===== src/rtl/quiz_pkg.sv =====
// Shared definitions for the quiz round controller.
//   state_t   : 3-bit game state; the numeric value is exported on the fsm output
//   KEY_*     : USB HID keycodes the controller reacts to
package quiz_pkg;

   typedef enum logic [2:0] {
      StIdle    = 3'd0,
      StAsk     = 3'd1,
      StCorrect = 3'd2,
      StWrong   = 3'd3,
      StTimeout = 3'd4,
      StOver    = 3'd5,
      StPaused  = 3'd6
   } state_t;

   localparam logic [7:0] KEY_ENTER = 8'h28;
   localparam logic [7:0] KEY_ESC   = 8'h29;
   localparam logic [7:0] KEY_A     = 8'h04;
   localparam logic [7:0] KEY_B     = 8'h05;
   localparam logic [7:0] KEY_C     = 8'h06;
   localparam logic [7:0] KEY_D     = 8'h07;
   localparam logic [7:0] KEY_P     = 8'h13;

endpackage


===== src/rtl/quiz_round_ctrl_if.sv =====
// SoC-facing signal bundle of the quiz round controller.
//   keycode      : USB HID keycode from the SoC, 0 = no key
//   correct_ans  : correct option of the current question (0=A..3=D)
//   fsm          : current state encoding
//   timer_mins   : remaining minutes
//   timer_secs   : remaining seconds
//   q_index      : current question, 0-based
//   score        : correct answers this game
//   last_correct : result of the most recent answer
//   q_start      : one-cycle pulse, software loads the next question
// Modports: master = SoC side, slave = controller side.
interface quiz_round_ctrl_if;

   logic [7:0] keycode;
   logic [1:0] correct_ans;
   logic [2:0] fsm;
   logic [5:0] timer_mins;
   logic [5:0] timer_secs;
   logic [3:0] q_index;
   logic [3:0] score;
   logic       last_correct;
   logic       q_start;

   modport master (
      output keycode, correct_ans,
      input  fsm, timer_mins, timer_secs, q_index, score, last_correct, q_start
   );

   modport slave (
      input  keycode, correct_ans,
      output fsm, timer_mins, timer_secs, q_index, score, last_correct, q_start
   );

endinterface


===== src/rtl/sec_tick_gen.sv =====
// One-second tick generator.
//   clk, rst_n : clock, asynchronous active-low reset
//   clr        : restart the count from zero (takes priority over en)
//   en         : count enable; when low the count is frozen
//   tick       : one-cycle pulse every CLK_HZ enabled cycles
module sec_tick_gen #(
   parameter int unsigned CLK_HZ = 50_000_000
) (
   input  logic clk,
   input  logic rst_n,
   input  logic clr,
   input  logic en,
   output logic tick
);

   localparam int unsigned CntW = (CLK_HZ > 1) ? $clog2(CLK_HZ) : 1;
   localparam logic [CntW-1:0] CntMax = CntW'(CLK_HZ - 1);

   logic [CntW-1:0] cnt_q;

   assign tick = en && (cnt_q == CntMax);

   always_ff @(posedge clk or negedge rst_n) begin
      if (!rst_n) begin
         cnt_q <= '0;
      end else if (clr) begin
         cnt_q <= '0;
      end else if (en) begin
         cnt_q <= tick ? '0 : cnt_q + 1'b1;
      end
   end

endmodule


===== src/rtl/quiz_round_ctrl.sv =====
// Quiz game sequencer: decodes keycodes, runs the per-question countdown and
// steps through ask / reveal / game-over phases while keeping score.
//   clk_clk       : system clock
//   reset_reset_n : asynchronous active-low reset
//   soc           : quiz_round_ctrl_if.slave bundle (keycode, correct_ans in;
//                   fsm, timer, q_index, score, last_correct, q_start out)
// Optional feature macro: QUIZ_PAUSE_EN adds the PAUSED state entered/left with P.
module quiz_round_ctrl
   import quiz_pkg::*;
#(
   parameter int unsigned CLK_HZ        = 50_000_000,
   parameter int unsigned ROUND_MINS    = 0,
   parameter int unsigned ROUND_SECS    = 30,
   parameter int unsigned REVEAL_SECS   = 3,
   parameter int unsigned NUM_QUESTIONS = 10
) (
   input logic         clk_clk,
   input logic         reset_reset_n,
   quiz_round_ctrl_if.slave soc
);

   localparam logic [5:0] RoundMins  = 6'(ROUND_MINS);
   localparam logic [5:0] RoundSecs  = 6'(ROUND_SECS);
   localparam logic [5:0] RevealSecs = 6'(REVEAL_SECS);
   localparam logic [3:0] LastQ      = 4'(NUM_QUESTIONS - 1);

   state_t     state_q, state_d;
   logic [7:0] key_q;
   logic       evt_q;
   logic [5:0] mins_q, mins_d;
   logic [5:0] secs_q, secs_d;
   logic [3:0] q_index_q, q_index_d;
   logic [3:0] score_q, score_d;
   logic       last_q, last_d;
   logic       q_start_q, q_start_d;
   logic       tick, tick_clr, tick_en;

   logic evt_enter, evt_esc, evt_ans, timer_last;
   logic evt_p;

   // The event is registered so the state reacts one edge after the key is sampled.
   always_ff @(posedge clk_clk or negedge reset_reset_n) begin
      if (!reset_reset_n) begin
         key_q <= 8'h00;
         evt_q <= 1'b0;
      end else begin
         key_q <= soc.keycode;
         evt_q <= (soc.keycode != 8'h00) && (soc.keycode != key_q);
      end
   end

   assign evt_enter  = evt_q && (key_q == KEY_ENTER);
   assign evt_esc    = evt_q && (key_q == KEY_ESC);
   assign evt_ans    = evt_q && (key_q >= KEY_A) && (key_q <= KEY_D);
   assign evt_p      = evt_q && (key_q == KEY_P);
   assign timer_last = (mins_q == 6'd0) && (secs_q == 6'd1);

   always_comb begin
      state_d   = state_q;
      mins_d    = mins_q;
      secs_d    = secs_q;
      q_index_d = q_index_q;
      score_d   = score_q;
      last_d    = last_q;
      q_start_d = 1'b0;

      if (evt_esc) begin
         state_d = StIdle;
         mins_d  = RoundMins;
         secs_d  = RoundSecs;
      end else begin
         case (state_q)
            StIdle: begin
               if (evt_enter) begin
                  state_d   = StAsk;
                  score_d   = 4'd0;
                  q_index_d = 4'd0;
                  last_d    = 1'b0;
                  mins_d    = RoundMins;
                  secs_d    = RoundSecs;
                  q_start_d = 1'b1;
               end
            end
            StAsk: begin
               if (evt_ans) begin
                  mins_d = 6'd0;
                  secs_d = RevealSecs;
                  // A..D are 0x04..0x07, so the low two bits are the option index.
                  if (key_q[1:0] == soc.correct_ans) begin
                     state_d = StCorrect;
                     score_d = (score_q == 4'd15) ? 4'd15 : score_q + 4'd1;
                     last_d  = 1'b1;
                  end else begin
                     state_d = StWrong;
                     last_d  = 1'b0;
                  end
`ifdef QUIZ_PAUSE_EN
               end else if (evt_p) begin
                  state_d = StPaused;
`endif
               end else if (tick) begin
                  if (timer_last) begin
                     state_d = StTimeout;
                     mins_d  = 6'd0;
                     secs_d  = 6'd0;
                     last_d  = 1'b0;
                  end else if (secs_q == 6'd0) begin
                     mins_d = mins_q - 6'd1;
                     secs_d = 6'd59;
                  end else begin
                     secs_d = secs_q - 6'd1;
                  end
               end
            end
            StCorrect, StWrong, StTimeout: begin
               // Timeout arrives showing 00:00; the reveal time is loaded one cycle later.
               if ((state_q == StTimeout) && (mins_q == 6'd0) && (secs_q == 6'd0)) begin
                  secs_d = RevealSecs;
               end else if (tick) begin
                  if (timer_last) begin
                     if (q_index_q == LastQ) begin
                        state_d = StOver;
                        mins_d  = 6'd0;
                        secs_d  = 6'd0;
                     end else begin
                        state_d   = StAsk;
                        q_index_d = q_index_q + 4'd1;
                        mins_d    = RoundMins;
                        secs_d    = RoundSecs;
                        q_start_d = 1'b1;
                     end
                  end else if (secs_q == 6'd0) begin
                     mins_d = mins_q - 6'd1;
                     secs_d = 6'd59;
                  end else begin
                     secs_d = secs_q - 6'd1;
                  end
               end
            end
            StOver: begin
               mins_d = 6'd0;
               secs_d = 6'd0;
               if (evt_enter) begin
                  state_d = StIdle;
                  mins_d  = RoundMins;
                  secs_d  = RoundSecs;
               end
            end
`ifdef QUIZ_PAUSE_EN
            StPaused: begin
               if (evt_p) begin
                  state_d = StAsk;
               end
            end
`endif
            default: begin
               state_d = StIdle;
            end
         endcase
      end
   end

`ifdef QUIZ_PAUSE_EN
   // Pausing and resuming keep the partial second; every other state entry restarts it.
   assign tick_clr = (state_d != state_q) && (state_q != StPaused) && (state_d != StPaused);
   assign tick_en  = (state_q != StPaused);
`else
   assign tick_clr = (state_d != state_q);
   assign tick_en  = 1'b1;
`endif

   sec_tick_gen #(
      .CLK_HZ(CLK_HZ)
   ) u_tick (
      .clk   (clk_clk),
      .rst_n (reset_reset_n),
      .clr   (tick_clr),
      .en    (tick_en),
      .tick  (tick)
   );

   always_ff @(posedge clk_clk or negedge reset_reset_n) begin
      if (!reset_reset_n) begin
         state_q   <= StIdle;
         mins_q    <= RoundMins;
         secs_q    <= RoundSecs;
         q_index_q <= 4'd0;
         score_q   <= 4'd0;
         last_q    <= 1'b0;
         q_start_q <= 1'b0;
      end else begin
         state_q   <= state_d;
         mins_q    <= mins_d;
         secs_q    <= secs_d;
         q_index_q <= q_index_d;
         score_q   <= score_d;
         last_q    <= last_d;
         q_start_q <= q_start_d;
      end
   end

   assign soc.fsm          = state_q;
   assign soc.timer_mins   = mins_q;
   assign soc.timer_secs   = secs_q;
   assign soc.q_index      = q_index_q;
   assign soc.score        = score_q;
   assign soc.last_correct = last_q;
   assign soc.q_start      = q_start_q;

endmodule


===== src/flat_wrapper.sv =====
// flat-port wrapper written by rule: the top's interface ports become plain ports
module quiz_round_ctrl_flat import quiz_pkg::*;
#(
   parameter int unsigned CLK_HZ        = 50_000_000,
   parameter int unsigned ROUND_MINS    = 0,
   parameter int unsigned ROUND_SECS    = 30,
   parameter int unsigned REVEAL_SECS   = 3,
   parameter int unsigned NUM_QUESTIONS = 10
)
  (clk_clk, reset_reset_n, soc_keycode, soc_correct_ans, soc_fsm, soc_timer_mins, soc_timer_secs, soc_q_index, soc_score, soc_last_correct, soc_q_start);
  quiz_round_ctrl_if soc_i ();
  input logic clk_clk;
  input logic reset_reset_n;
  input wire logic [$bits(soc_i.keycode)-1:0] soc_keycode;
  input wire logic [$bits(soc_i.correct_ans)-1:0] soc_correct_ans;
  output wire logic [$bits(soc_i.fsm)-1:0] soc_fsm;
  output wire logic [$bits(soc_i.timer_mins)-1:0] soc_timer_mins;
  output wire logic [$bits(soc_i.timer_secs)-1:0] soc_timer_secs;
  output wire logic [$bits(soc_i.q_index)-1:0] soc_q_index;
  output wire logic [$bits(soc_i.score)-1:0] soc_score;
  output wire logic [$bits(soc_i.last_correct)-1:0] soc_last_correct;
  output wire logic [$bits(soc_i.q_start)-1:0] soc_q_start;
  assign soc_i.keycode = soc_keycode;
  assign soc_i.correct_ans = soc_correct_ans;
  assign soc_fsm = soc_i.fsm;
  assign soc_timer_mins = soc_i.timer_mins;
  assign soc_timer_secs = soc_i.timer_secs;
  assign soc_q_index = soc_i.q_index;
  assign soc_score = soc_i.score;
  assign soc_last_correct = soc_i.last_correct;
  assign soc_q_start = soc_i.q_start;
  quiz_round_ctrl #(.CLK_HZ(CLK_HZ), .ROUND_MINS(ROUND_MINS), .ROUND_SECS(ROUND_SECS), .REVEAL_SECS(REVEAL_SECS), .NUM_QUESTIONS(NUM_QUESTIONS)) u_core (.clk_clk(clk_clk), .reset_reset_n(reset_reset_n), .soc(soc_i));
endmodule

===== config.mk =====
export PLATFORM = sky130hd
export DESIGN_NAME = quiz_round_ctrl_flat
export DESIGN_NICKNAME = d
export VERILOG_FILES = /design/src/rtl/quiz_pkg.sv /design/src/rtl/quiz_round_ctrl_if.sv /design/src/rtl/sec_tick_gen.sv /design/src/rtl/quiz_round_ctrl.sv /design/src/flat_wrapper.sv
export SDC_FILE = /design/constraint.sdc
export NUM_CORES = 1
export LEC_CHECK = 0
export CAP_MARGIN = 20
export CELL_PAD_IN_SITES_DETAIL_PLACEMENT = 0
export CELL_PAD_IN_SITES_GLOBAL_PLACEMENT = 2
export CORE_MARGIN = 4
export CORE_UTILIZATION = 37
export DETAILED_ROUTE_END_ITERATION = 8
export MAX_ROUTING_LAYER = met4
export PLACE_DENSITY_LB_ADDON = 0.1
export SYNTH_ARGS = -nofsm -noshare
export SYNTH_HDL_FRONTEND = slang
export SYNTH_SLANG_ARGS = --single-unit

===== constraint.sdc =====
create_clock -name clk_clk -period 3.2 [get_ports clk_clk]
set_input_delay 0.32 -clock clk_clk [delete_from_list [all_inputs] [get_ports clk_clk]]
set_output_delay 0.32 -clock clk_clk [all_outputs]
set_load 0.1 [all_outputs]

# [Word level (Yosys, flattened, before mapping)]
# Index checks and enable logic that the tools add are counted.
[op_classes] n_addsub=5 mul=0 div_mod_pow=0 magnitude_cmp=2 eq_ne=27 shifts=0 n_mux=57 bitwise_logic=1 n_reduce_logical=21
[op_table] cell="2-to-1 mux 6 bit" count=16
[op_table] cell="2-to-1 mux 26 bit" count=2
[op_table] cell="one-hot mux 6 bit (4 select lines)" count=2
[op_table] cell="2-to-1 mux 4 bit" count=8
[op_table] cell="2-to-1 mux 3 bit" count=10
[op_table] cell="adder 26 x 1 -> 26 bit, second input constant" count=1
[op_table] cell="equality test 26 bit, second input constant" count=1
[op_table] cell="equality test 8 x 6 -> 1 bit, second input constant" count=2
[op_table] cell="one-hot mux 4 bit (2 select lines)" count=2
[op_table] cell="logical NOT 6 bit" count=2
[op_table] cell="2-to-1 mux 1 bit" count=12
[op_table] cell="one-hot mux 3 bit (4 select lines)" count=1
[op_table] cell="subtractor 6 x 1 -> 6 bit, second input constant" count=2
[op_table] cell="2-to-1 mux 5 bit" count=2
[op_table] cell="AND reduction 5 bit" count=2
[op_table] cell="adder 4 x 1 -> 4 bit, second input constant" count=2
[op_table] cell="equality test 4 bit, second input constant" count=2
[op_table] cell="greater-or-equal comparator 8 x 3 -> 1 bit, second input constant" count=1
[op_table] cell="less-or-equal comparator 8 x 3 -> 1 bit, second input constant" count=1
[op_table] cell="logical AND 1 bit" count=8
[op_table] cell="inequality test 2 x 1 -> 1 bit, second input constant" count=4
[op_table] cell="inequality test 4 x 2 -> 1 bit, second input constant" count=2
[op_table] cell="inequality test 8 bit" count=1
[op_table] cell="nonzero test 8 bit" count=1
[op_table] cell="18 further kinds" count=26
[word_totals] reg_bits=60 latch_bits=0 ramBits=0 rom_bits=0 inputBits=12 output_inout_bits=25 elab_cells=123 memories=0

# [Longest topological paths before layout]
# Gate-level depths: netlist of the first run.
[logic_depth] ltp_word=9 ltp_mapped=9 ltp_nobuf=8

# [Modules after synthesis]
# From an unflattened synthesis of the first run, not the netlist that was laid out.
[unflattened] hier_cells=410 area_unflattened_um2=3787.4
[modules_own_cells] module="quiz_round_ctrl" instances=1 cells_per_inst=246 area_each_um2=2277.2 seq_area_each_um2=855.8
[modules_own_cells] module="sec_tick_gen" instances=1 cells_per_inst=164 area_each_um2=1510.2 seq_area_each_um2=650.6

# [Least setup slack after synthesis of the first run]
# No wires, ideal clock.
[synth_path] kind="register to register" startpoint="reg u_core.state_q[1] (netlist: u_core.soc.fsm[1])" endpoint="reg u_core.u_tick.cnt_q[16]" setup_ps=148 t_arrival_ps=2716 required_time_ps=3052 setup_slack_ps=336 stages_incl_launch_ff=8 path_buffers=2 period_less_slack_ps=2864 cell_sequence="dfrtp_1 buf_2 or3b_2 a31oi_1 a31oi_1 o2111ai_2 buf_2 nor4_2"
[synth_via] elab_chain_len=8 elab_cells_between_ends=21 classes_between="eq/ne: 6; mux: 11; reduce/logical: 4"
[synth_rtl] element="start: declaration" line_no="quiz_round_ctrl.sv:27" source="state_t state_q, state_d;"
[synth_rtl] element="start signal: assignment" line_no="quiz_round_ctrl.sv:184" source="state_q <= StIdle;"
[synth_rtl] element="start signal: assignment" line_no="quiz_round_ctrl.sv:192" source="state_q <= state_d;"
[synth_rtl] element="equality test 3 bit" line_no="quiz_round_ctrl.sv:72, quiz_round_ctrl.sv:117"
[synth_rtl] element="logical AND 1 bit (2 in series)" line_no="quiz_round_ctrl.sv:117" source="if ((state_q == StTimeout) && (mins_q == 6'd0) && (secs_q == 6'd0)) begin"
[synth_rtl] element="2-to-1 mux 3 bit" line_no="quiz_round_ctrl.sv:117"
[synth_rtl] element="one-hot mux 3 bit (4 select lines)" line_no="quiz_round_ctrl.sv:72" source="case (state_q)"
[synth_rtl] element="2-to-1 mux 3 bit" line_no="quiz_round_ctrl.sv:67" source="if (evt_esc) begin"
[synth_rtl] element="inequality test 3 bit (*)" line_no="quiz_round_ctrl.sv:168" source="assign tick_clr = (state_d != state_q);"
[synth_rtl] element="2-to-1 mux 26 bit (*)" line_no="sec_tick_gen.sv:26" source="end else if (clr) begin"
[synth_rtl] element="end signal: assignment" line_no="sec_tick_gen.sv:29" source="cnt_q <= tick ? '0 : cnt_q + 1'b1;"
[synth_rtl] element="end: declaration" line_no="sec_tick_gen.sv:19" source="logic [CntW-1:0] cnt_q;"
# Mark *: on every way between the ends. The rest lies on a longest branch, timed or not.
# A chain may end at the register's enable or synchronous reset.

# [Worst setup path after layout of the first run]
[layout_path] startpoint="reg u_core.u_tick.cnt_q[11]" endpoint="reg u_core.q_index_q[0] (netlist: u_core.soc.q_index[0])"
[layout_via] elab_chain_len=3
[layout_rtl] element="equality test 26 bit" line_no="sec_tick_gen.sv:21" source="assign tick = en && (cnt_q == CntMax);"
[layout_rtl] element="inequality test 2 bit (no source line)"
[layout_rtl] element="AND reduction 7 bit (no source line)"
[layout_rtl] element="end signal: assignment" line_no="quiz_round_ctrl.sv:195" source="q_index_q <= q_index_d;"
[layout_rtl] element="end: declaration" line_no="quiz_round_ctrl.sv:32" source="logic [3:0] q_index_q, q_index_d;"
# No other way between the ends.

==> results of run 1 <==
Yosys cell counts (7+ instances only):
master / count
inv_1: 10
a21oi_1: 15
xor2_1: 8
nor4_2: 21
nand2_1: 26
nor4_1: 13
nor3_1: 16
dfrtp_1: 56
nand3_1: 21
xnor2_1: 29
nand4_1: 11
ha_1: 8
nor2_1: 32
clkbuf_1: 7
o21ai_0: 11
critical path: cells and delay by family (launching register included):
kind | cells | cell delay, ps
AOI/OAI and AO/OA | 1 | 240
muxes | 1 | 310
DFF | 1 | 420
and+or+nand+nor | 4 | 1600
cells by family (layout without fill, tap and decap cells):
kind of cell	count (synthesis)	count (layout)	synth area share, %
adder cells (fa/ha/maj)	8	8	2.608
multiplexers	3	3	0.8474
AO/OA/AOI/OAI	60	60	11.51
XOR/XNOR	37	37	8.442
flip-flops	60	60	39.24
AND/OR/NAND/NOR	192	192	32.99
buffers and inverters	29	71	4.368
flip-flops by register name, indices dropped and copies added (netlist names):
register	flops
u_core.evt_q	1
u_core.u_tick.cnt_q	26
u_core.key_q	8
u_core.soc.fsm	3
u_core.soc.q_start	1
u_core.soc.q_index	4
u_core.soc.timer_mins	6
u_core.soc.score	4
u_core.soc.timer_secs	6
u_core.soc.last_correct	1
layer usage:
layer	vias to the layer above	track usage (%)
met3	16	2.995
met4	0	6.500
met2	73	25.35
met1	1506	24.38
met5	-	-
li1	1516	-
per-stage QoR:
step | power, mW | cells | setup WS (ps) | cell area [µm²]
final | 2.749 | 564 | 526.5 | 4511
after global placement | 2.040 | 547 | 582.9 | 4298
after CTS | 2.778 | 564 | 527.7 | 4511
after global routing | 2.908 | 564 | 322.5 | 4511
after detailed placement | 2.044 | 547 | 556.7 | 4298
after floorplan | 1.789 | 389 | 336.1 | 3839
layout by cell type, fill, tap and decap left out, types with 3 or more instances in the layout:
cell	count
nand3_1	21
and4_1	4
clkbuf_8	11
ha_1	8
dfrtp_1	56
nand2b_1	5
xnor2_1	29
nor2_1	32
dfstp_2	4
nor4_1	13
a21o_1	3
clkdlybuf4s50_1	28
nor4_2	21
nand2_1	26
o21a_1	3
nor4b_1	5
o21ai_0	11
buf_4	13
nand4_1	11
nor3_1	16
and2_1	3
a31oi_1	3
a21oi_1	15
inv_1	10
a211oi_1	3
xor2_1	8
and3_1	5
power by group through the flow:
stage               logic, mW  clock network, mW  registers, mW
finish                   1.03              0.724          0.993
global route             1.12              0.776           1.01
CTS                      1.04              0.745          0.993
detailed placement       1.04                  0           1.01
global placement         1.04                  0           1.00
floorplan               0.521                  0           1.27
layout make-up:
type | count | area [µm²]
Clock inverter | 4 | 47.55
Inverter | 10 | 37.54
Timing Repair Buffer | 45 | 432.9
Fill cell | 972 | 5444
Multi-Input combinational cell | 300 | 2165
Sequential cell | 60 | 1506
Tap cell | 133 | 166.4
Clock buffer | 12 | 155.1
worst max-delay path by stage:
stage / end / depth (start not counted)
2_1_floorplan: u_core.u_tick.cnt_q[16] / 7
3_3_place_gp: u_core.soc.q_index[0] / 6
3_5_place_dp: u_core.soc.q_index[0] / 6
4_1_cts: u_core.soc.q_index[0] / 6
5_1_grt: u_core.soc.timer_secs[5] / 8
6_report: u_core.soc.q_index[0] / 6
what timing repair did:
item	in CTS	in global routing
hold buffers	1	0
endpoints found under the hold margin	17	0
buffers inserted	0	0
==> metrics.json, run 1 <==
{
  "status": {
    "outcome": "completed"
  },
  "yosys": {
    "netlist_top_cells_area": "dfrtp_1 37%, nor4_2 6.8%, xnor2_1 6.6%",
    "synth_enable_flop_cells": 0,
    "synth_flop_cell": "dfrtp_1",
    "post_synth_num_cell_types": 74,
    "synth_area_leader_cell": "dfrtp_1",
    "netlist_instances": 389,
    "asyncSetResetFlopFracSynth_pct": 100.0,
    "netlist.area_leader.share_pct": 36.51,
    "synth.net_count": 409,
    "ys_warn_count": 0,
    "syn_area_per_cell_um2": 9.868,
    "seq_area_frac_synth_pct": 39.24,
    "syn-cell-area_um2": 3839,
    "postSynthRegisterBits": 60
  },
  "pwr": {
    "vdd.ir_drop.worst_mv": 0.3769,
    "switching_share_pct": 41.50,
    "sequential_share_of_power_pct": 36.1,
    "combinationalPowerShare_pct": 37.5,
    "clock_power_share_pct": 26.3,
    "internal-power_mw": 1.608,
    "power.static_leakage_nw": 1.734,
    "p_sw_mw": 1.141,
    "power_per_cell_area_nw_per_um2": 609.4
  },
  "grt": {
    "antenna_violations_before_repair": 0,
    "grt_pass1_wl_mm": 16.19,
    "global_route.usage.total_pct": 17.48,
    "gr-total-overflow": 0,
    "pin_count_of_the_biggest_net_entering_global_routing": 40,
    "grt_pass1_vias": 3066
  },
  "layout": {
    "layout_utilization_pct": 45.31,
    "antenna_diode_count": 0,
    "flow.area_growth_from_synthesis_pct": 17.50,
    "design.final.nets": 446,
    "final_layout_size_suffix_gt1_share_pct": 18.33
  },
  "die": {
    "die_h_um": 109.9,
    "fp.dieW_um": 109.9,
    "fp.coreArea_um2": 9955,
    "effective_utilization_at_floorplan_pct": 38.56,
    "fp.dieArea_um2": 12070,
    "floorplan.rows": 36,
    "ios": 37
  },
  "sta": {
    "totalNegativeSetupSlack_ps": 0,
    "setup_clock_skew_after_layout_ps": 11.19,
    "timing.max_slew.rel_slack_pct": 35.02,
    "achievable-frequency_ghz": 0.3740,
    "timing_hold_violations_final": 0,
    "report.final.slew_viol_count": 0,
    "worst_pin_slew_ps": 971.6,
    "period_share_pct": 83.55,
    "rsz0062_at_grt": "no",
    "final.hold.worst_slack_ps": 483.4,
    "fin_crit_ps": 2673,
    "setup_viol": 0
  },
  "placement": {
    "hpwl_mm": 6.519,
    "gp_congestion": 0.8117,
    "io_buffers": 36
  },
  "critical_path": {
    "startpoint_type": "register",
    "critPathArrivalTime_ps": 2910,
    "critPathLaunch": "u_core.u_tick.cnt_q[11]",
    "crit_path_top_delay_cell": "or4_1",
    "setup_slack_of_the_most_critical_reg_to_reg_path_ps": 530,
    "path_max_fanout": 4,
    "cp-end-kind": "register",
    "worst_path_max_stage_delay_ps": 620,
    "critical_path_class": "reg2reg",
    "reg2regPathDepth": 6,
    "required_ps": 3430,
    "timing.critical_path.cells": "nor4b_1 -> nand3_1 -> or4_1 -> o21ai_1 -> and2_4 -> mux2_1",
    "worstReg2RegStart": "u_core.u_tick.cnt_q[11]",
    "regToRegEndpoint": "u_core.soc.q_index[0]"
  },
  "detailed_routing": {
    "drt_pre_antenna_iters": 6,
    "routed.top_layer": "met4",
    "met2WireLength_mm": 4.132,
    "met3_wirelength_um": 431,
    "routed_wire_length_per_instance_um": 16.76,
    "vias_per_cell": 5.516,
    "ant_nets": 0,
    "number_of_drc_markers_after_the_initial_detailed_route_iteration": 158,
    "wirelength_mm": 9.452,
    "drc_errors": 0,
    "num_vias": 3111,
    "met1Wirelength_mm": 4.721
  },
  "worst_hold_path": {
    "min_delay_path_depth": 1,
    "class_of_the_tightest_hold_or_removal_check": "reg2reg",
    "worst_hold_startpoint": "u_core.soc.last_correct",
    "worst_hold_endpoint": "u_core.soc.last_correct"
  },
  "cts": {
    "ctsLongestPathBuffers": 2,
    "worst_skew_pair.late_latency_ps": 340,
    "cts_sinks": 60,
    "cts_clk_pin_slew_worst_paths_ps": 80,
    "cts_repair_resize_count": 0,
    "tritoncts": "done",
    "clock_tree.htree_level_count": 3,
    "cts_buffer_count": 9,
    "cts_root_buf": "clkbuf_8"
  },
  "run": {
    "maxCapViolCount": 0
  }
}
(Power assumes the default switching activity.)
==> run 2, diff against run 1 <==
--- a/config.mk
+++ b/config.mk
@@ -9,7 +9,7 @@
 export CELL_PAD_IN_SITES_DETAIL_PLACEMENT = 0
 export CELL_PAD_IN_SITES_GLOBAL_PLACEMENT = 2
 export CORE_MARGIN = 4
-export CORE_UTILIZATION = 37
+export CORE_UTILIZATION = 33
 export DETAILED_ROUTE_END_ITERATION = 8
 export MAX_ROUTING_LAYER = met4
 export PLACE_DENSITY_LB_ADDON = 0.1
==> constraint.sdc (replaced) <==
create_clock -name clk_clk -period 2.17 [get_ports clk_clk]
set_input_delay 0.217 -clock clk_clk [delete_from_list [all_inputs] [get_ports clk_clk]]
set_output_delay 0.217 -clock clk_clk [all_outputs]
set_load 0.1 [all_outputs]
==> run 2 against run 1 <==
Compared with the run above:
- the run now ends with setup timing left
- count of clock-buffer cells in the layout rose by 1
- via count rose by 13%
- flip-flop and latch count did not move
- critical path depth rose by 1
- critical endpoint unchanged
- largest cell class unchanged
==> metrics.json, run 2 (synthesized netlist as in run 1, its figures left out) <==
{
  "layout": {
    "postLayoutCellArea_um2": 5883,
    "final_layout_size_suffix_gt1_share_pct": 50.85,
    "largest_registers": "u_core.u_tick.cnt_q x26, u_core.key_q x8",
    "layout_common_cells": "121 x buf_4, 43 x dfrtp_1, 28 x nor2_1, 28 x xnor2_1, 24 x nand2_1",
    "layout.cells.most_common": "buf_4",
    "final-seq-area_um2": 1555,
    "design.final.nets": 546,
    "flow.area_growth_from_synthesis_pct": 53.26,
    "multi_input_comb_area_um2": 2613,
    "top_register": "u_core.u_tick.cnt_q",
    "antenna_diode_count": 0,
    "fin_cells": 674,
    "fillers": 1096,
    "flip_flop_count_of_the_largest_register_after_layout": 26
  },
  "placement": {
    "io_buffers": 36,
    "dp_slack_ps": -181.0,
    "gp_congestion": 0.8159,
    "placed_area_um2": 5167,
    "hpwl_mm": 7.833,
    "numPlacedInstances": 649
  },
  "sta": {
    "setup_viol": 36,
    "timing.max_slew.rel_slack_pct": 69.05,
    "worst_pin_slew_ps": 460.7,
    "report.final.slew_viol_count": 0,
    "achievable-frequency_ghz": 0.4334,
    "period_share_pct": 106.3,
    "final.hold.worst_slack_ps": 408.6,
    "setup_ws_ps": -137.1,
    "rsz0062_at_grt": "yes",
    "setup_clock_skew_after_layout_ps": 6.397,
    "fin_crit_ps": 2307,
    "timing_hold_violations_final": 0
  },
  "cts": {
    "clock_tree.htree_level_count": 3,
    "cts_buffer_count": 9,
    "cts_sinks": 60,
    "worst_skew_pair.late_latency_ps": 330,
    "cts_root_buf": "clkbuf_16",
    "cts_clk_pin_slew_worst_paths_ps": 50,
    "ctsLongestPathBuffers": 2,
    "tritoncts": "done"
  },
  "detailed_routing": {
    "num_vias": 3511,
    "routed_wire_length_per_instance_um": 16.24,
    "drt_pre_antenna_iters": 4,
    "ant_nets": 0,
    "drc_errors": 0,
    "vias_per_cell": 5.209,
    "number_of_drc_markers_after_the_initial_detailed_route_iteration": 117,
    "wirelength_mm": 10.95
  },
  "critical_path": {
    "critPathArrivalTime_ps": 2520,
    "critical_path_class": "reg2reg",
    "crit_buf_inv": 1,
    "startpoint_type": "register",
    "required_ps": 2380,
    "worst_path_max_stage_delay_ps": 490,
    "cp_num_cells": 7,
    "crit_path_top_delay_cell": "or4_4",
    "path_max_fanout": 4,
    "cp-end-kind": "register",
    "reg2regPathDepth": 7,
    "critical-path-top-delay-family": "simple AND/OR/NAND/NOR gates",
    "timing.critical_path.cells": "nor4_4 -> buf_4 -> nand4_4 -> or4_4 -> o21ai_4 -> and2_4 -> mux2_4"
  },
  "grt": {
    "antenna_violations_before_repair": 0,
    "gr-total-overflow": 0,
    "grt_pass1_wl_mm": 17.95,
    "grt_pass1_vias": 3621,
    "global_route.usage.total_pct": 17.53,
    "pin_count_of_the_biggest_net_entering_global_routing": 33
  },
  "die": {
    "ios": 37,
    "die_h_um": 115.9,
    "fp.coreArea_um2": 11420,
    "effective_utilization_at_floorplan_pct": 33.62,
    "fp.dieArea_um2": 13420,
    "floorplan.rows": 39,
    "fp.dieW_um": 115.9
  },
  "pwr": {
    "total_power_mw": 5.246,
    "vdd.ir_drop.worst_mv": 0.8661,
    "power.static_leakage_nw": 2.439,
    "power_per_cell_area_nw_per_um2": 891.7
  },
  "worst_hold_path": {
    "min_delay_path_depth": 1,
    "class_of_the_tightest_hold_or_removal_check": "in2reg"
  },
  "status": {
    "outcome": "finished, violations left",
    "violations": "setup timing"
  },
  "run": {
    "maxCapViolCount": 0
  }
}
-- run 2: area by class of cell --
type                    instances  share of cell area (%)
clock buffers                  13                   4.594
clock inverters                 3                  0.7444
inverters                      10                  0.6806
multi-input cells             301                   44.41
flip-flops and latches         60                   26.44
well taps                     143                   3.041
repair buffers                144                   20.10
-- run 2: path summary, 6_finish.rpt --
check	startpoint	to	slack (ps)
max in group asynchronous	reset_reset_n	u_core.soc.timer_mins[0]	1350
worst max register to register	u_core.soc.timer_secs[3]	u_core.soc.q_index[0]	-140
worst min-delay path	soc_keycode[6]	u_core.key_q[6]	410
worst max-delay path	u_core.soc.timer_secs[3]	u_core.soc.q_index[0]	-140
worst min register to register	u_core.soc.last_correct	u_core.soc.last_correct	500
min in group asynchronous	reset_reset_n	u_core.soc.timer_secs[0]	440
-- run 2: timing repair --
| item | CTS | global route |
|---|---|---|
| buffers inserted | 2 | 5 |
| pin swaps | 7 | 22 |
| resized for setup | 25 | 42 |
| setup endpoints to repair | 43 | 47 |
| cloned | 1 | 0 |
| hold buffers | 1 | 0 |
| endpoints found under the hold margin | 56 | 0 |
-- run 2: worst register-to-register path, delay by kind of cell (launching register included) --
family	cells	cell delay, ps
and+or+nand+nor	4	1080
DFF	1	470
muxes	1	290
AOI/OAI and AO/OA	1	180
buffers and inverters	1	170
-- run 2: metrics by stage --
step / util, % / setup TNS, ps
2_1_floorplan: - / -5516
3_3_place_gp: 45.26 / -2556
3_5_place_dp: 45.26 / -5058
4_1_cts: 49.33 / -3075
5_1_grt: 51.52 / -5926
6_report: 51.52 / -2805
-- run 2: routing by layer --
layer | GRT usage [%] | share of wire [%]
met1 | 23.46 | 49
met2 | 26.70 | 47
met3 | 3.133 | 3.0
met4 | 6.265 | 1.5
met5 | - | 0
-- run 2: report_power, final --
group,internal (mW),switching [mW]
Combinational,0.970,1.33
Sequential,1.32,0.130
Clock,0.983,0.510
==> run 3, diff against run 2 <==
--- a/config.mk
+++ b/config.mk
@@ -5,14 +5,15 @@
 export SDC_FILE = /design/constraint.sdc
 export NUM_CORES = 1
 export LEC_CHECK = 0
+export ABC_AREA = 1
 export CAP_MARGIN = 20
 export CELL_PAD_IN_SITES_DETAIL_PLACEMENT = 0
 export CELL_PAD_IN_SITES_GLOBAL_PLACEMENT = 2
 export CORE_MARGIN = 4
-export CORE_UTILIZATION = 33
+export CORE_UTILIZATION = 31
 export DETAILED_ROUTE_END_ITERATION = 8
 export MAX_ROUTING_LAYER = met4
-export PLACE_DENSITY_LB_ADDON = 0.1
+export PLACE_DENSITY = 0.78
 export SYNTH_ARGS = -nofsm -noshare
 export SYNTH_HDL_FRONTEND = slang
 export SYNTH_SLANG_ARGS = --single-unit
==> run 3 against run 2 <==
Compared with the run above:
- utilization down 8.9 points
- flip-flop and latch count unchanged
- largest power group is now registers
- the flow now finishes without violations
- sequential power decreased by 5%
- critical path depth is 9 higher
- die area is 5.5% higher
==> metrics.json, run 3 <==
{
  "layout": {
    "flip_flop_count_of_the_largest_register_after_layout": 26,
    "antenna_diode_count": 0,
    "layout_common_cells": "87 x nand2_1, 55 x inv_1, 55 x buf_4",
    "flow.area_growth_from_synthesis_pct": 34.48,
    "layout.cells.most_common": "nand2_1",
    "final_layout_size_suffix_gt1_share_pct": 34.21,
    "fin_cells": 738,
    "design.final.nets": 586,
    "largest_registers": "u_core.u_tick.cnt_q x26, u_core.key_q x8",
    "top_register": "u_core.u_tick.cnt_q"
  },
  "pwr": {
    "p_sw_mw": 1.242,
    "internal-power_mw": 2.388,
    "sequential_share_of_power_pct": 38.1,
    "vdd.ir_drop.worst_mv": 0.2932,
    "power_per_cell_area_nw_per_um2": 706.4,
    "clock_power_share_pct": 35.3,
    "combinationalPowerShare_pct": 26.6,
    "switching_share_pct": 34.21,
    "power.static_leakage_nw": 2.298
  },
  "cts": {
    "cts_sinks": 60,
    "cts_root_buf": "clkbuf_16",
    "worst_skew_pair.late_latency_ps": 330,
    "clock_tree.htree_level_count": 3,
    "tritoncts": "done",
    "cts_buffer_count": 9,
    "ctsLongestPathBuffers": 2,
    "cts_clk_pin_slew_worst_paths_ps": 50
  },
  "placement": {
    "io_buffers": 36,
    "hpwl_mm": 7.045,
    "dp_slack_ps": -27.67,
    "numPlacedInstances": 713,
    "gp_congestion": 0.8084
  },
  "critical_path": {
    "cp-end-kind": "register",
    "timing.critical_path.cells": "inv_4 -> ha_2 -> nand3_4 -> inv_2 -> nand2_2 -> nor2_2 -> nand2_2 -> nand3_2 -> nand2_2 -> nand2_2 -> nand2_2 -> nand2_4 -> nor2_4 -> nand2_4 -> buf_12 -> nor2_1",
    "startpoint_type": "register",
    "required_ps": 2430,
    "regToRegEndpoint": "u_core.u_tick.cnt_q[1]",
    "setup_slack_of_the_most_critical_reg_to_reg_path_ps": 70,
    "worstReg2RegStart": "u_core.soc.timer_secs[1]",
    "crit_top_cell": "nand2_2",
    "reg2regPathDepth": 16,
    "crit_path_top_delay_cell": "dfstp_4",
    "path_max_fanout": 5,
    "critPathArrivalTime_ps": 2360,
    "worst_path_max_stage_delay_ps": 620,
    "critical_path_class": "reg2reg"
  },
  "run": {
    "maxCapViolCount": 0
  },
  "sta": {
    "fin_crit_ps": 2100,
    "timing_hold_violations_final": 0,
    "report.final.slew_viol_count": 0,
    "worst_pin_slew_ps": 693.9,
    "setup_ws_ps": 69.55,
    "period_share_pct": 96.80,
    "setup_clock_skew_after_layout_ps": 7.982,
    "rsz0062_at_grt": "yes",
    "achievable-frequency_ghz": 0.4761,
    "totalNegativeSetupSlack_ps": 0,
    "setup_viol": 0,
    "timing.max_slew.rel_slack_pct": 53.74
  },
  "worst_hold_path": {
    "worst_hold_endpoint": "u_core.key_q[7]",
    "class_of_the_tightest_hold_or_removal_check": "in2reg",
    "min_delay_path_depth": 1,
    "worst_hold_startpoint": "soc_keycode[7]"
  },
  "die": {
    "ios": 37,
    "floorplan.rows": 40,
    "fp.dieW_um": 119.0,
    "fp.coreArea_um2": 12060,
    "die_h_um": 119.0,
    "fp.dieArea_um2": 14170,
    "effective_utilization_at_floorplan_pct": 31.68
  },
  "yosys": {
    "ys_warn_count": 0,
    "synthMostInstantiatedCell": "nand2_1",
    "synth_enable_flop_cells": 0,
    "yosys-top-cells-count": "101 x nand2_1, 62 x nor2_1, 60 x inv_1",
    "post_synth_num_cell_types": 41,
    "synth.net_count": 505,
    "syn_area_per_cell_um2": 7.879,
    "seq_area_frac_synth_pct": 39.42,
    "netlist_instances": 485,
    "postSynthRegisterBits": 60,
    "synth_flop_cell": "dfrtp_1",
    "asyncSetResetFlopFracSynth_pct": 100.0,
    "syn-cell-area_um2": 3821,
    "synth_area_leader_cell": "dfrtp_1",
    "netlist_top_cells_area": "dfrtp_1 37%, nand2_1 9.9%, nor2_1 6.1%",
    "netlist.area_leader.share_pct": 36.67
  },
  "detailed_routing": {
    "wirelength_mm": 9.269,
    "vias_per_cell": 4.455,
    "number_of_drc_markers_after_the_initial_detailed_route_iteration": 149,
    "routed_wire_length_per_instance_um": 12.56,
    "drt_pre_antenna_iters": 6,
    "drc_errors": 0,
    "ant_nets": 0,
    "num_vias": 3288
  },
  "grt": {
    "grt_pass1_vias": 3309,
    "pin_count_of_the_biggest_net_entering_global_routing": 34,
    "global_route.usage.total_pct": 14.42,
    "antenna_violations_before_repair": 0,
    "grt_pass1_wl_mm": 15.98,
    "gr-total-overflow": 0
  },
  "status": {
    "outcome": "completed"
  }
}
## run 3: area by class of cell
type,instances,area [µm²]
Clock buffer,15,257.7
Fill cell,1220,6923
Inverter,70,270.3
Multi-Input combinational cell,352,2211
Sequential cell,60,1536
Tap cell,168,210.2
Timing Repair Buffer,73,653.1
## run 3: what timing repair did
action	in CTS	in global routing
setup buffers	1	7
endpoints found under the hold margin	25	0
resized for setup	2	51
setup endpoints to repair	10	40
hold buffers	1	0
gates cloned	0	1
pin swaps	1	14
## run 3: cell families (layout without fill, tap and decap cells)
group                    after synthesis  after routing  synth area share, %
AO/OA/AOI/OAI                         48             48                7.302
XOR/XNOR                              35             35                8.022
adder cells (fa/ha/maj)                8              8                2.620
buffers and inverters                 73            158                7.826
flip-flops                            60             60                39.42
AND/OR/NAND/NOR                      261            261                34.81
## run 3: worst max path at each step
stage	start	end	depth (start not counted)	slack (ps)
after floorplan	u_core.soc.timer_secs[1]	u_core.u_tick.cnt_q[13]	17	-30
after global placement	u_core.soc.timer_secs[1]	u_core.u_tick.cnt_q[9]	16	-10
final	u_core.soc.timer_secs[1]	u_core.u_tick.cnt_q[1]	16	70
after detailed placement	u_core.soc.timer_mins[0]	u_core.u_tick.cnt_q[9]	15	-30
after CTS	u_core.soc.timer_secs[1]	u_core.u_tick.cnt_q[9]	16	2
after global routing	u_core.u_tick.cnt_q[4]	u_core.u_tick.cnt_q[23]	10	-50
## run 3: per-layer routing
metal	up-vias	global-route usage (%)	routed length (µm)	share of wire (%)
met5	-	-	0	0
met4	0	6.083	182	2.0
met3	11	2.659	299	3.2
met2	53	21.65	4192	45
met1	1523	19.13	4595	50
li1	1701	-	-	-
## run 3: worst max-delay path: cells and delay by family (launching register included)
kind | cells | cell delay [ps]
adders and majority gates | 1 | 170
buffers and inverters | 3 | 230
DFF | 1 | 620
and+or+nand+nor | 12 | 1010
## run 3: power by group through the flow
stage	logic (mW)	clock network (mW)	registers [mW]
after floorplan	0.386	0	1.66
after global placement	0.874	0	1.39
after detailed placement	0.877	0	1.40
after global routing	1.06	1.38	1.41
after CTS	0.885	1.33	1.38
final	0.965	1.28	1.38
## run 3: stage by stage
step / hold WS, ps / utilization (%) / total power [mW] / instance area, µm²
6_report: 397.2 / 42.60 / 3.630 / 5139
5_1_grt: 403.1 / 42.60 / 3.840 / 5139
4_1_cts: 387.5 / 40.52 / 3.595 / 4887
3_5_place_dp: 297.2 / 38.13 / 2.272 / 4599
3_3_place_gp: 288.5 / 38.13 / 2.264 / 4599
2_1_floorplan: -78.59 / - / 2.047 / 3867
